--- config.mk ---
export PLATFORM = sky130hd
export DESIGN_NAME = irq_ctrl_prio
export DESIGN_NICKNAME = d
export VERILOG_FILES = /design/src/rtl/irq_ctrl_prio.sv
export SDC_FILE = /design/constraint.sdc
export NUM_CORES = 1
export LEC_CHECK = 0
export BUFFER_PORTS_ARGS = -buffer_cell sky130_fd_sc_hd__buf_2
export CAP_MARGIN = 20
export CORE_MARGIN = 4
export CORE_UTILIZATION = 30
export DETAILED_ROUTE_END_ITERATION = 8
export PLACE_DENSITY_LB_ADDON = 0.15
export SYNTH_ARGS = -nofsm -noshare
export SYNTH_HDL_FRONTEND = slang
export SYNTH_SLANG_ARGS = --single-unit
--- constraint.sdc ---
create_clock -name clk_i -period 3.8 [get_ports clk_i]
set_clock_uncertainty 0.05 [all_clocks]
set_input_delay 0.76 -clock clk_i [delete_from_list [all_inputs] [get_ports clk_i]]
set_output_delay 0.76 -clock clk_i [all_outputs]
set_load 0.02 [all_outputs]
--- src/rtl/irq_ctrl_prio.sv ---
// Fixed-priority interrupt controller: latches level/edge requests into a pending register,
// presents the lowest-index enabled source to the core and pulses int_fin on acknowledge.
module irq_ctrl_prio #(
  parameter int unsigned N_SRC         = 32,
  parameter logic [31:0] EDGE_MASK     = 32'h0,
  parameter int unsigned MCAUSE_OFFSET = 16
) (
  input  logic             clk_i,
  input  logic             rst_i,
  input  logic [N_SRC-1:0] int_req_i,
  input  logic [N_SRC-1:0] mie_i,
  input  logic             INT_RST_i,
  output logic             INT_o,
  output logic [31:0]      mcause_o,
  output logic [N_SRC-1:0] int_fin_o,
  output logic [N_SRC-1:0] pending_o
);

  localparam int unsigned      IdxW    = (N_SRC > 1) ? $clog2(N_SRC) : 1;
  localparam logic [N_SRC-1:0] EdgeSel = EDGE_MASK[N_SRC-1:0];

  typedef enum logic [0:0] {StIdle, StServe} state_e;

  state_e           state_q;
  logic [N_SRC-1:0] req_q;
  logic [N_SRC-1:0] pending_q;
  logic [N_SRC-1:0] fin_q;
  logic [IdxW-1:0]  cur_idx_q;
  logic             int_q;
  logic [31:0]      mcause_q;

  logic [N_SRC-1:0] set;
  logic [N_SRC-1:0] clr;
  logic [N_SRC-1:0] cand;
  logic [IdxW-1:0]  winner;
  logic             ack;
  logic [31:0]      mcause_d;

  always_comb begin
    set  = (EdgeSel & int_req_i & ~req_q) | (~EdgeSel & int_req_i);
    ack  = (state_q == StServe) && INT_RST_i;
    clr  = ack ? (N_SRC'(1) << cur_idx_q) : '0;
    cand = pending_q & mie_i;
    // Scan downwards so the lowest set index is the last one written.
    winner = '0;
    for (int i = int'(N_SRC) - 1; i >= 0; i--) begin
      if (cand[i]) winner = IdxW'(i);
    end
    mcause_d = {1'b1, 31'(MCAUSE_OFFSET + 32'(winner))};
  end

  always_ff @(posedge clk_i) begin
    if (rst_i) begin
      state_q   <= StIdle;
      req_q     <= '0;
      pending_q <= '0;
      fin_q     <= '0;
      cur_idx_q <= '0;
      int_q     <= 1'b0;
      mcause_q  <= '0;
    end else begin
      req_q     <= int_req_i;
      // Set is OR-ed after the clear so a new request in the ack cycle survives.
      pending_q <= (pending_q & ~clr) | set;
      fin_q     <= clr;
      case (state_q)
        StIdle: begin
          if (|cand) begin
            cur_idx_q <= winner;
            mcause_q  <= mcause_d;
            int_q     <= 1'b1;
            state_q   <= StServe;
          end
        end
        StServe: begin
          if (INT_RST_i) begin
            int_q   <= 1'b0;
            state_q <= StIdle;
          end
        end
        default: state_q <= StIdle;
      endcase
    end
  end

  assign INT_o     = int_q;
  assign mcause_o  = mcause_q;
  assign int_fin_o = fin_q;
  assign pending_o = pending_q;

endmodule

# Word-level counts from Yosys, hierarchy flattened
# Index checks and enable logic that the tools add are counted.
[op_classes]
addsub = 1
n_eq_ne = 2
shift = 1
mux = 39
bitwise = 5
n_reduce_logical = 4
[op_table]
columns = ["operator", "count"]
rows = [
  ["$mux 5", 32],
  ["$and 32x32->32", 2],
  ["$mux 32", 1],
  ["$not 32->32", 1],
  ["$or 32x32->32", 1],
  ["$reduce_or 32->1", 1],
  ["$shl 1x5->32 const A", 1],
  ["$add 5x5->6 const A", 1],
  ["$mux 1", 4],
  ["$ne 2x2->1 const B", 2],
  ["$pmux 1 s2", 2],
  ["$reduce_and 2->1", 2],
  ["$logic_and 1x1->1", 1],
  ["$not 1->1", 1],
]
[word_totals]
regBits = 103

# Depth between registers and ports, before layout
# Gate-level depths: netlist of the first run.
[logic_depth]
depth_word = 34
mapped_depth = 7
ltp_nobuf = 6

# Worst setup path after synthesis of the first run
# Ideal clock, no wire load.
[synth_path]
kind = "input port to flip-flop"
start = "in mie_i[11]"
end = "reg cur_idx_q[1]"
setup_time_ns = 0.087
t_arrival_ns = 1.829
required_ns = 3.663
slack_ns = 1.834
stages = 7
n_path_buf = 1
path_cell_list = "a22oi_1 > nand4_1 > nor4_2 > or2_1 > buf_6 > nand3b_1 > o31ai_1"
[synth_between]
elab_chain_len = 13
elab_cells_between_ends = 15
classes_between = "mux: 12; bitwise: 1; reduce/logical: 2"
[synth_rtl]
columns = ["item", "line", "rtl"]
rows = [
  ["start, declared", "11", "input logic [N_SRC-1:0] mie_i,"],
  ["$and 32x32->32 *", "43", "cand = pending_q & mie_i;"],
  ["$mux 5 (12 in series)", "47", "if (cand[i]) winner = IdxW'(i);"],
  ["end signal, assigned", "69", "cur_idx_q <= winner;"],
  ["end, declared", "28", "logic [IdxW-1:0] cur_idx_q;"],
]
# Every way passes the cells marked *; elsewhere a longest branch is shown, timed or not.
# A chain may end at the register's enable or synchronous reset.

# Worst setup path after layout of the first run
[layout_path]
start = "in mie_i[11]"
end = "reg cur_idx_q[0]"
# Same word-level chain as after synthesis.

==> reports/summary.json, run 1 <==
{
  "cts": {
    "cts-buffers-inserted": 9,
    "htree_levels": 3,
    "post_cts.resized_instances": 0,
    "cts_root_buf": "sky130_fd_sc_hd__clkbuf_8",
    "clkTransAtPathRegs_ns": 0.09,
    "clock_latency_ns": 0.35,
    "cts.sink_count": 73,
    "cts_tree": "yes",
    "postCtsSetupRepairBufs": 0,
    "cts.path.max_buffers": 2,
    "cts.hold.buffers_added": 0
  },
  "timing": {
    "slew_headroom_pct": 42.5,
    "maximum_clock_frequency_ghz": 0.454,
    "worst_hold_slack_ns": 0.406,
    "finalWorstPathRequiredPeriod_ns": 2.20,
    "finalSetupViolations": 0,
    "postLayoutSetupSlackWorst_ns": 1.60,
    "grt_setup_unrepaired": "no",
    "timing.final.max_slew_violations": 0,
    "fin_tns_setup_ns": 0,
    "finalHoldViolCount": 0,
    "period_share_pct": 58.0,
    "worst_pin_slew_ns": 0.862
  },
  "finish": {
    "post-route-cell-area_um2": 3990,
    "area_delta_synth_final_pct": 29.4,
    "antenna_cells": 0,
    "most-common-layout-cells": "sky130_fd_sc_hd__buf_2 (138), sky130_fd_sc_hd__dfxtp_1 (73), sky130_fd_sc_hd__nor2_1 (58)",
    "layout-drive-gt1-share_pct": 32.3,
    "nNetsFinal": 573,
    "layout.cells.most_common": "sky130_fd_sc_hd__buf_2",
    "layout.core_utilization_pct": 40.2
  },
  "power": {
    "power.share.clock_pct": 35.1,
    "switching_power_w": 0.000561,
    "pleak_nw": 1.88,
    "internal_power_w": 0.00121,
    "comb_power_share_pct": 17.2,
    "power.density_cell_area_nw_per_um2": 445,
    "sequential_power_share_pct": 47.8,
    "peak_supply_drop_uv": 202,
    "p_sw_share_pct": 31.6
  },
  "route": {
    "via_per_inst": 4.73,
    "drc": 0,
    "route.final.wire_length_um": 10300,
    "routed-via-count": 3049,
    "route.detailed.wl_per_inst_um": 16.1,
    "drt_first_iter_violations": 134,
    "antenna_violating_nets_post_route": 0,
    "first_pass_iteration_count_of_the_detailed_router": 5
  },
  "placed_design": {
    "pre_cts_ws_ns": 1.26,
    "hpwlAfterDp_um": 7990,
    "gpl.final_weighted_congestion": 0.892,
    "io_buffers": 138,
    "instance_area_at_placement_um2": 3780
  },
  "critical_path": {
    "startpoint_kind_of_the_worst_setup_timing_path": "primary input",
    "critical_path_endpoint_category": "register",
    "critical_path_peak_fanout": 11,
    "critical_path.cell_chain": "buf_2, a22oi_1, nand4_1, nor4_2, or2_1, a2111o_1, o21ai_2",
    "worst_endpoint_data_arrival_time_ns": 2.40,
    "timing.reg2reg.worst_path_depth": 6,
    "timing.critical_path.required_ns": 4.00,
    "crit_path_top_delay_cell": "sky130_fd_sc_hd__or2_1",
    "slowest_delay_ns": 0.44,
    "path_class": "primary input to register"
  },
  "synth": {
    "synth_seq_cells": 73,
    "synthCells": 371,
    "synth.yosys.seq_area_share_pct": 47.4,
    "yosys_most_used_dff": "sky130_fd_sc_hd__dfxtp_1",
    "yosys_warnings": 0,
    "synth-xor-area-share_pct": 0,
    "synth_enable_flop_cells": 0,
    "dominant_combinational_cell_family_by_area_after_synthesis": "compound AO/OA/AOI/OAI gates",
    "number_of_distinct_library_cells_after_synthesis": 44,
    "synth_compound_area_share_pct": 23.0,
    "synth_area_um2": 3080,
    "synth-simple-area-share_pct": 19.2,
    "asyncSetResetFlopFracSynth_pct": 0,
    "synth_fa_ha_area_share_pct": 0,
    "average_size_of_a_mapped_cell_um2": 8.31,
    "post_synth_mux_area_share_pct": 0
  },
  "min_path": {
    "whs_path_depth": 2,
    "holdCritPathClass": "register to register"
  },
  "global_routing": {
    "grt.busiest_layer": "met2",
    "globalRouteMet3Util_pct": 5.05,
    "grt_max_degree": 46,
    "grt_use_met2_pct": 29.0,
    "antenna_found_initial": 0,
    "globalRouteMet1Util_pct": 21.1,
    "global_route.usage.total_pct": 17.1,
    "first_pass_grt_wire_length_um": 15200,
    "gr-total-overflow": 0,
    "grt_pass1_vias": 2930
  },
  "floorplanning": {
    "std_cell_rows": 36,
    "initial_core_utilization_pct": 31.1,
    "core-area_um2": 9910,
    "io_pins": 164,
    "die_x_um": 109,
    "die_area_um2": 12000,
    "die_h_um": 109
  },
  "job": {
    "max-cap-violations": 0
  },
  "run_status": {
    "run_status": "finished clean"
  }
}
[power by group through the flow]
stage | Sequential (W) | Combinational [W] | Clock (W)
2_1_floorplan | 0.000888 | 0.000174 | 0
3_3_place_gp | 0.000864 | 0.000303 | 0
3_5_place_dp | 0.000864 | 0.000305 | 0
4_1_cts | 0.000847 | 0.000306 | 0.000643
5_1_grt | 0.000854 | 0.000334 | 0.000676
6_report | 0.000848 | 0.000305 | 0.000622
[cell type report]
cell class              count  area [µm²]
well taps                 133         166
fillers                  1081        5920
clock buffers               9         124
clock inverters             7        78.8
multi-input cells         265        1390
inverters                  19        71.3
flip-flops and latches     73        1460
repair buffers            138         691
[sequential cells by signal, summed over array words and instances (netlist names)]
name	count
INT_o	1
cur_idx_q	4
int_fin_o	32
mcause_o	3
pending_o	32
state_q	1
[stage by stage]
step                total power, W  instances
global placement           0.00117        628
global route               0.00186        644
floorplan                  0.00106        395
CTS                        0.00180        644
finish                     0.00178        644
detailed placement         0.00117        628
[metal layers]
metal,up-vias,wire (µm)
li1,1499,-
met1,1424,4310
met2,119,5120
met3,7,823
met4,0,87
met5,-,0
[Yosys cell counts, types with 5 or more instances]
cell type	count	area (µm²)
sky130_fd_sc_hd__nor2_1	58	218
sky130_fd_sc_hd__dfxtp_1	73	1460
sky130_fd_sc_hd__inv_1	19	71.3
sky130_fd_sc_hd__a22oi_1	11	82.6
sky130_fd_sc_hd__a21oi_1	37	185
sky130_fd_sc_hd__clkbuf_1	11	41.3
sky130_fd_sc_hd__nand2_1	44	165
sky130_fd_sc_hd__nor2b_1	6	37.5
sky130_fd_sc_hd__o21ai_0	22	110
sky130_fd_sc_hd__a32oi_1	5	43.8
sky130_fd_sc_hd__buf_4	25	188
sky130_fd_sc_hd__nand3_1	6	30.0
[worst paths after layout]
kind             endpoint          start  slack (ns)
max          cur_idx_q[0]      mie_i[11]        1.60
min          mcause_o[31]   mcause_o[31]        0.41
max reg2reg  cur_idx_q[0]  pending_o[11]        1.75
min reg2reg  mcause_o[31]   mcause_o[31]        0.41
[kinds of logic after synthesis]
logic type	after synthesis
buf+inv	57
simple gates	134
other cells	1
compound gates	106
flops	73
[worst max-delay path: cells and delay by family]
| family | cells | cell delay (ns) |
|---|---|---|
| AOI/OAI and AO/OA | 3 | 0.57 |
| buffers and inverters | 1 | 0.10 |
| and+or+nand+nor | 3 | 0.97 |
(Power assumes the default switching activity.)
==> inputs of run 2 (changes only) <==
==> constraint.sdc (replaced) <==
create_clock -name clk_i -period 2 [get_ports clk_i]
set_clock_uncertainty 0.05 [all_clocks]
set_input_delay 0.4 -clock clk_i [delete_from_list [all_inputs] [get_ports clk_i]]
set_output_delay 0.4 -clock clk_i [all_outputs]
set_load 0.02 [all_outputs]
==> reports/summary.json, run 2 (synthesized netlist as in run 1, its figures left out) <==
{
  "job": {
    "max-cap-violations": 0
  },
  "global_routing": {
    "grt_use_met2_pct": 27.5,
    "globalRouteMet3Util_pct": 4.46,
    "gr-total-overflow": 0,
    "first_pass_grt_wire_length_um": 15300,
    "global_route.usage.total_pct": 17.0,
    "grt_pass1_vias": 2980,
    "grt_max_degree": 31,
    "grt.busiest_layer": "met2",
    "antenna_found_initial": 0,
    "globalRouteMet1Util_pct": 22.3
  },
  "floorplanning": {
    "die_area_um2": 12000,
    "std_cell_rows": 36,
    "die_h_um": 109,
    "io_pins": 164,
    "core-area_um2": 9910,
    "initial_core_utilization_pct": 31.1,
    "die_x_um": 109
  },
  "placed_design": {
    "io_buffers": 138,
    "dpl.cell_count": 645,
    "gpl.final_weighted_congestion": 0.860,
    "hpwlAfterDp_um": 8150
  },
  "run_status": {
    "run_status": "finished clean"
  },
  "cts": {
    "cts.sink_count": 73,
    "clock_latency_ns": 0.35,
    "cts.path.max_buffers": 2,
    "cts.hold.buffers_added": 0,
    "postCtsSetupRepairBufs": 0,
    "post_cts.resized_instances": 0,
    "htree_levels": 3,
    "clkTransAtPathRegs_ns": 0.08,
    "cts_root_buf": "sky130_fd_sc_hd__clkbuf_8",
    "cts_tree": "yes",
    "cts-buffers-inserted": 9
  },
  "critical_path": {
    "worst_endpoint_data_arrival_time_ns": 1.97,
    "timing.critical_path.required_ns": 2.21,
    "critical_path_endpoint_category": "register",
    "critical_path_peak_fanout": 6,
    "slowest_delay_ns": 0.34,
    "startpoint_kind_of_the_worst_setup_timing_path": "register",
    "crit_path_top_delay_cell": "sky130_fd_sc_hd__dfxtp_1",
    "rrSetupSlack_ns": 0.24,
    "critical_path.cell_chain": "a22oi_1, nand4_1, nor4_2, or2_1, buf_4, nand3b_1, o31ai_1",
    "path_class": "register to register"
  },
  "timing": {
    "worst_pin_slew_ns": 0.549,
    "period_share_pct": 88.2,
    "timing.final.max_slew_violations": 0,
    "maximum_clock_frequency_ghz": 0.567,
    "finalSetupViolations": 0,
    "finalWorstPathRequiredPeriod_ns": 1.76,
    "finalHoldViolCount": 0,
    "slew_headroom_pct": 63.1,
    "grt_setup_unrepaired": "no",
    "fin_tns_setup_ns": 0
  },
  "power": {
    "peak_supply_drop_uv": 330,
    "pleak_nw": 1.96,
    "power.density_cell_area_nw_per_um2": 826,
    "power_w": 0.00340
  },
  "finish": {
    "layout.cells.non_filler": 661,
    "layout-drive-gt1-share_pct": 34.5,
    "antenna_cells": 0,
    "nNetsFinal": 590,
    "most-common-layout-cells": "sky130_fd_sc_hd__buf_2 (138), sky130_fd_sc_hd__dfxtp_1 (73), sky130_fd_sc_hd__nor2_1 (58)",
    "area_delta_synth_final_pct": 33.5,
    "layout.core_utilization_pct": 41.5,
    "layout.cells.most_common": "sky130_fd_sc_hd__buf_2"
  },
  "route": {
    "first_pass_iteration_count_of_the_detailed_router": 5,
    "drt_first_iter_violations": 129,
    "antenna_violating_nets_post_route": 0,
    "routed-via-count": 3096,
    "route.final.wire_length_um": 10300,
    "drc": 0,
    "route.detailed.wl_per_inst_um": 15.6,
    "via_per_inst": 4.68
  },
  "min_path": {
    "holdCritPathClass": "primary input to register"
  }
}
-- run 2: critical path: cells and delay by family (launching register included) --
| kind | cells | cell delay, ns |
|---|---|---|
| simple gates | 4 | 0.75 |
| flops | 1 | 0.34 |
| compound gates | 2 | 0.38 |
| buf+inv | 1 | 0.15 |
-- run 2: metal layers --
metal  up-vias  wire length, µm
li1       1542                -
met1      1420             4550
met2       126             4980
met3         8              694
met4         0              113
met5         -                0
-- run 2: power breakdown --
| group | total, W | switching [W] | internal [W] |
|---|---|---|---|
| combinational | 0.000624 | 0.000389 | 0.000234 |
| clock | 0.00117 | 0.000583 | 0.000586 |
| sequential | 0.00160 | 0.0000860 | 0.00152 |
| total | 0.00340 | 0.00106 | 0.00234 |
-- run 2: final timing paths --
| path | from | endpoint | depth (start not counted) |
|---|---|---|---|
| worst max-delay path | pending_o[9] | cur_idx_q[1] | 7 |
| worst min-delay path | int_req_i[27] | pending_o[27] | 3 |
| worst max register to register | pending_o[9] | cur_idx_q[1] | 7 |
| worst min register to register | mcause_o[31] | mcause_o[31] | 2 |
-- run 2: layout make-up --
type	instances	area, µm²
multi-input cells	265	1390
flip-flops and latches	73	1460
repair buffers	155	818
clock inverters	7	77.6
well taps	133	166
clock buffers	9	124
fillers	1099	5800
inverters	19	71.3
-- run 2: metrics by stage --
stage	worst slack [ns]	hold WS, ns	area, µm²
finish	0.236	0.205	4110
global route	0.139	0.195	4110
global placement	0.153	0.396	3910
detailed placement	0.0981	0.388	3910
floorplan	0.373	0.445	3170
CTS	0.245	0.191	4110
==> inputs of run 3 (changes only) <==
--- a/config.mk
+++ b/config.mk
@@ -5,10 +5,11 @@
 export SDC_FILE = /design/constraint.sdc
 export NUM_CORES = 1
 export LEC_CHECK = 0
-export BUFFER_PORTS_ARGS = -buffer_cell sky130_fd_sc_hd__buf_2
+export BUFFER_PORTS_ARGS = -buffer_cell sky130_fd_sc_hd__clkbuf_2
 export CAP_MARGIN = 20
 export CORE_MARGIN = 4
 export CORE_UTILIZATION = 30
+export CTS_BUF_LIST = sky130_fd_sc_hd__clkbuf_8
 export DETAILED_ROUTE_END_ITERATION = 8
 export PLACE_DENSITY_LB_ADDON = 0.15
 export SYNTH_ARGS = -nofsm -noshare
==> reports/summary.json, run 3 (synthesized netlist as in run 1, its figures left out) <==
{
  "run_status": {
    "run_status": "finished clean"
  },
  "timing": {
    "period_share_pct": 91.4,
    "finalHoldViolCount": 0,
    "maximum_clock_frequency_ghz": 0.547,
    "timing.final.max_slew_violations": 0,
    "finalWorstPathRequiredPeriod_ns": 1.83,
    "grt_setup_unrepaired": "no",
    "fin_tns_setup_ns": 0,
    "postLayoutSetupSlackWorst_ns": 0.171,
    "finalSetupViolations": 0
  },
  "route": {
    "first_pass_iteration_count_of_the_detailed_router": 5,
    "routed-via-count": 3130,
    "drc": 0,
    "antenna_violating_nets_post_route": 0,
    "route.final.wire_length_um": 10300,
    "drt_first_iter_violations": 160,
    "route.detailed.wl_per_inst_um": 15.5,
    "via_per_inst": 4.71
  },
  "cts": {
    "cts-buffers-inserted": 9,
    "htree_levels": 3,
    "cts.hold.buffers_added": 0,
    "cts_tree": "yes",
    "postCtsSetupRepairBufs": 0,
    "clock_latency_ns": 0.35,
    "cts.sink_count": 73,
    "cts.path.max_buffers": 2,
    "post_cts.resized_instances": 0,
    "cts_root_buf": "sky130_fd_sc_hd__clkbuf_8",
    "clkTransAtPathRegs_ns": 0.08
  },
  "critical_path": {
    "path_class": "register to register",
    "worst_endpoint_data_arrival_time_ns": 2.02,
    "critical_path_endpoint_category": "register",
    "critical_path.cell_chain": "a22oi_1, nand4_1, nor4_2, or2_1, buf_12, a2111o_1, o21ai_2",
    "startpoint_kind_of_the_worst_setup_timing_path": "register",
    "slowest_delay_ns": 0.34,
    "critical_path_peak_fanout": 11,
    "timing.critical_path.required_ns": 2.19,
    "crit_path_top_delay_cell": "sky130_fd_sc_hd__dfxtp_1"
  },
  "global_routing": {
    "global_route.usage.total_pct": 17.2,
    "antenna_found_initial": 0,
    "gr-total-overflow": 0,
    "grt_max_degree": 21,
    "first_pass_grt_wire_length_um": 15600,
    "grt_pass1_vias": 3058
  },
  "floorplanning": {
    "die_h_um": 109,
    "die_area_um2": 12000,
    "std_cell_rows": 36,
    "die_x_um": 109,
    "initial_core_utilization_pct": 31.1,
    "core-area_um2": 9910,
    "io_pins": 164
  },
  "placed_design": {
    "pre_cts_ws_ns": 0.0523,
    "io_buffers": 138,
    "gpl.final_weighted_congestion": 0.891,
    "dpl.cell_count": 648,
    "hpwlAfterDp_um": 8330
  },
  "job": {
    "max-cap-violations": 0
  },
  "finish": {
    "layout.cells.most_common": "sky130_fd_sc_hd__clkbuf_2",
    "antenna_cells": 0,
    "layout.core_utilization_pct": 41.9,
    "nNetsFinal": 593,
    "multi_input_comb_area_um2": 1390,
    "layout.cells.non_filler": 664,
    "area_delta_synth_final_pct": 34.6,
    "layout-drive-gt1-share_pct": 34.8,
    "most-common-layout-cells": "sky130_fd_sc_hd__clkbuf_2 (138), sky130_fd_sc_hd__dfxtp_1 (73), sky130_fd_sc_hd__nor2_1 (58)",
    "fillers": 1064,
    "register_area_um2": 1460
  },
  "power": {
    "pleak_nw": 1.96,
    "comb_power_share_pct": 18.6,
    "sequential_power_share_pct": 47.0,
    "power_w": 0.00341,
    "peak_supply_drop_uv": 339,
    "switching_power_w": 0.00106,
    "internal_power_w": 0.00235,
    "p_sw_share_pct": 31.1,
    "power.density_cell_area_nw_per_um2": 822,
    "power.share.clock_pct": 34.4
  },
  "min_path": {
    "holdCritPathClass": "primary input to register"
  }
}
[run 3: critical path: cells and delay by family, from the launching register on]
kind,cells,cell delay (ns)
AOI/OAI and AO/OA,3,0.48
buffers and inverters,1,0.14
DFF,1,0.34
and+or+nand+nor,3,0.72
[run 3: final cells by class]
| type | instances | area share, % |
|---|---|---|
| Multi-Input combinational cell | 265 | 33.6 |
| Tap cell | 133 | 4.01 |
| Sequential cell | 73 | 35.2 |
| Clock buffer | 9 | 2.99 |
| Clock inverter | 7 | 1.90 |
| Inverter | 19 | 1.72 |
| Timing Repair Buffer | 158 | 20.6 |
[run 3: power by group through the flow]
stage / logic (W) / clock network (W) / registers, W
floorplan: 0.000331 / 0 / 0.00169
global placement: 0.000634 / 0 / 0.00164
detailed placement: 0.000637 / 0 / 0.00164
CTS: 0.000639 / 0.00121 / 0.00160
global route: 0.000696 / 0.00129 / 0.00161
finish: 0.000635 / 0.00117 / 0.00160
[run 3: worst paths after layout]
path                                    start       endpoint  slack [ns]  depth (start not counted)
worst min-delay path            int_req_i[27]  pending_o[27]        0.20                          3
worst min register to register   mcause_o[31]   mcause_o[31]        0.41                          2
worst max-delay path             pending_o[9]   cur_idx_q[0]        0.17                          7
worst max register to register   pending_o[9]   cur_idx_q[0]        0.17                          7
[run 3: through the flow]
step / cell area (µm²) / hold slack [ns]
2_1_floorplan: 3170 / 0.445
3_3_place_gp: 3950 / 0.418
3_5_place_dp: 3950 / 0.403
4_1_cts: 4150 / 0.193
5_1_grt: 4150 / 0.186
6_report: 4150 / 0.203
[run 3: metal layers]
layer / vias up / routed length, µm / track usage (%)
li1: 1544 / - / -
met1: 1449 / 4460 / 21.1
met2: 125 / 4980 / 29.3
met3: 12 / 746 / 5.52
met4: 0 / 121 / 4.10
met5: - / 0 / 0
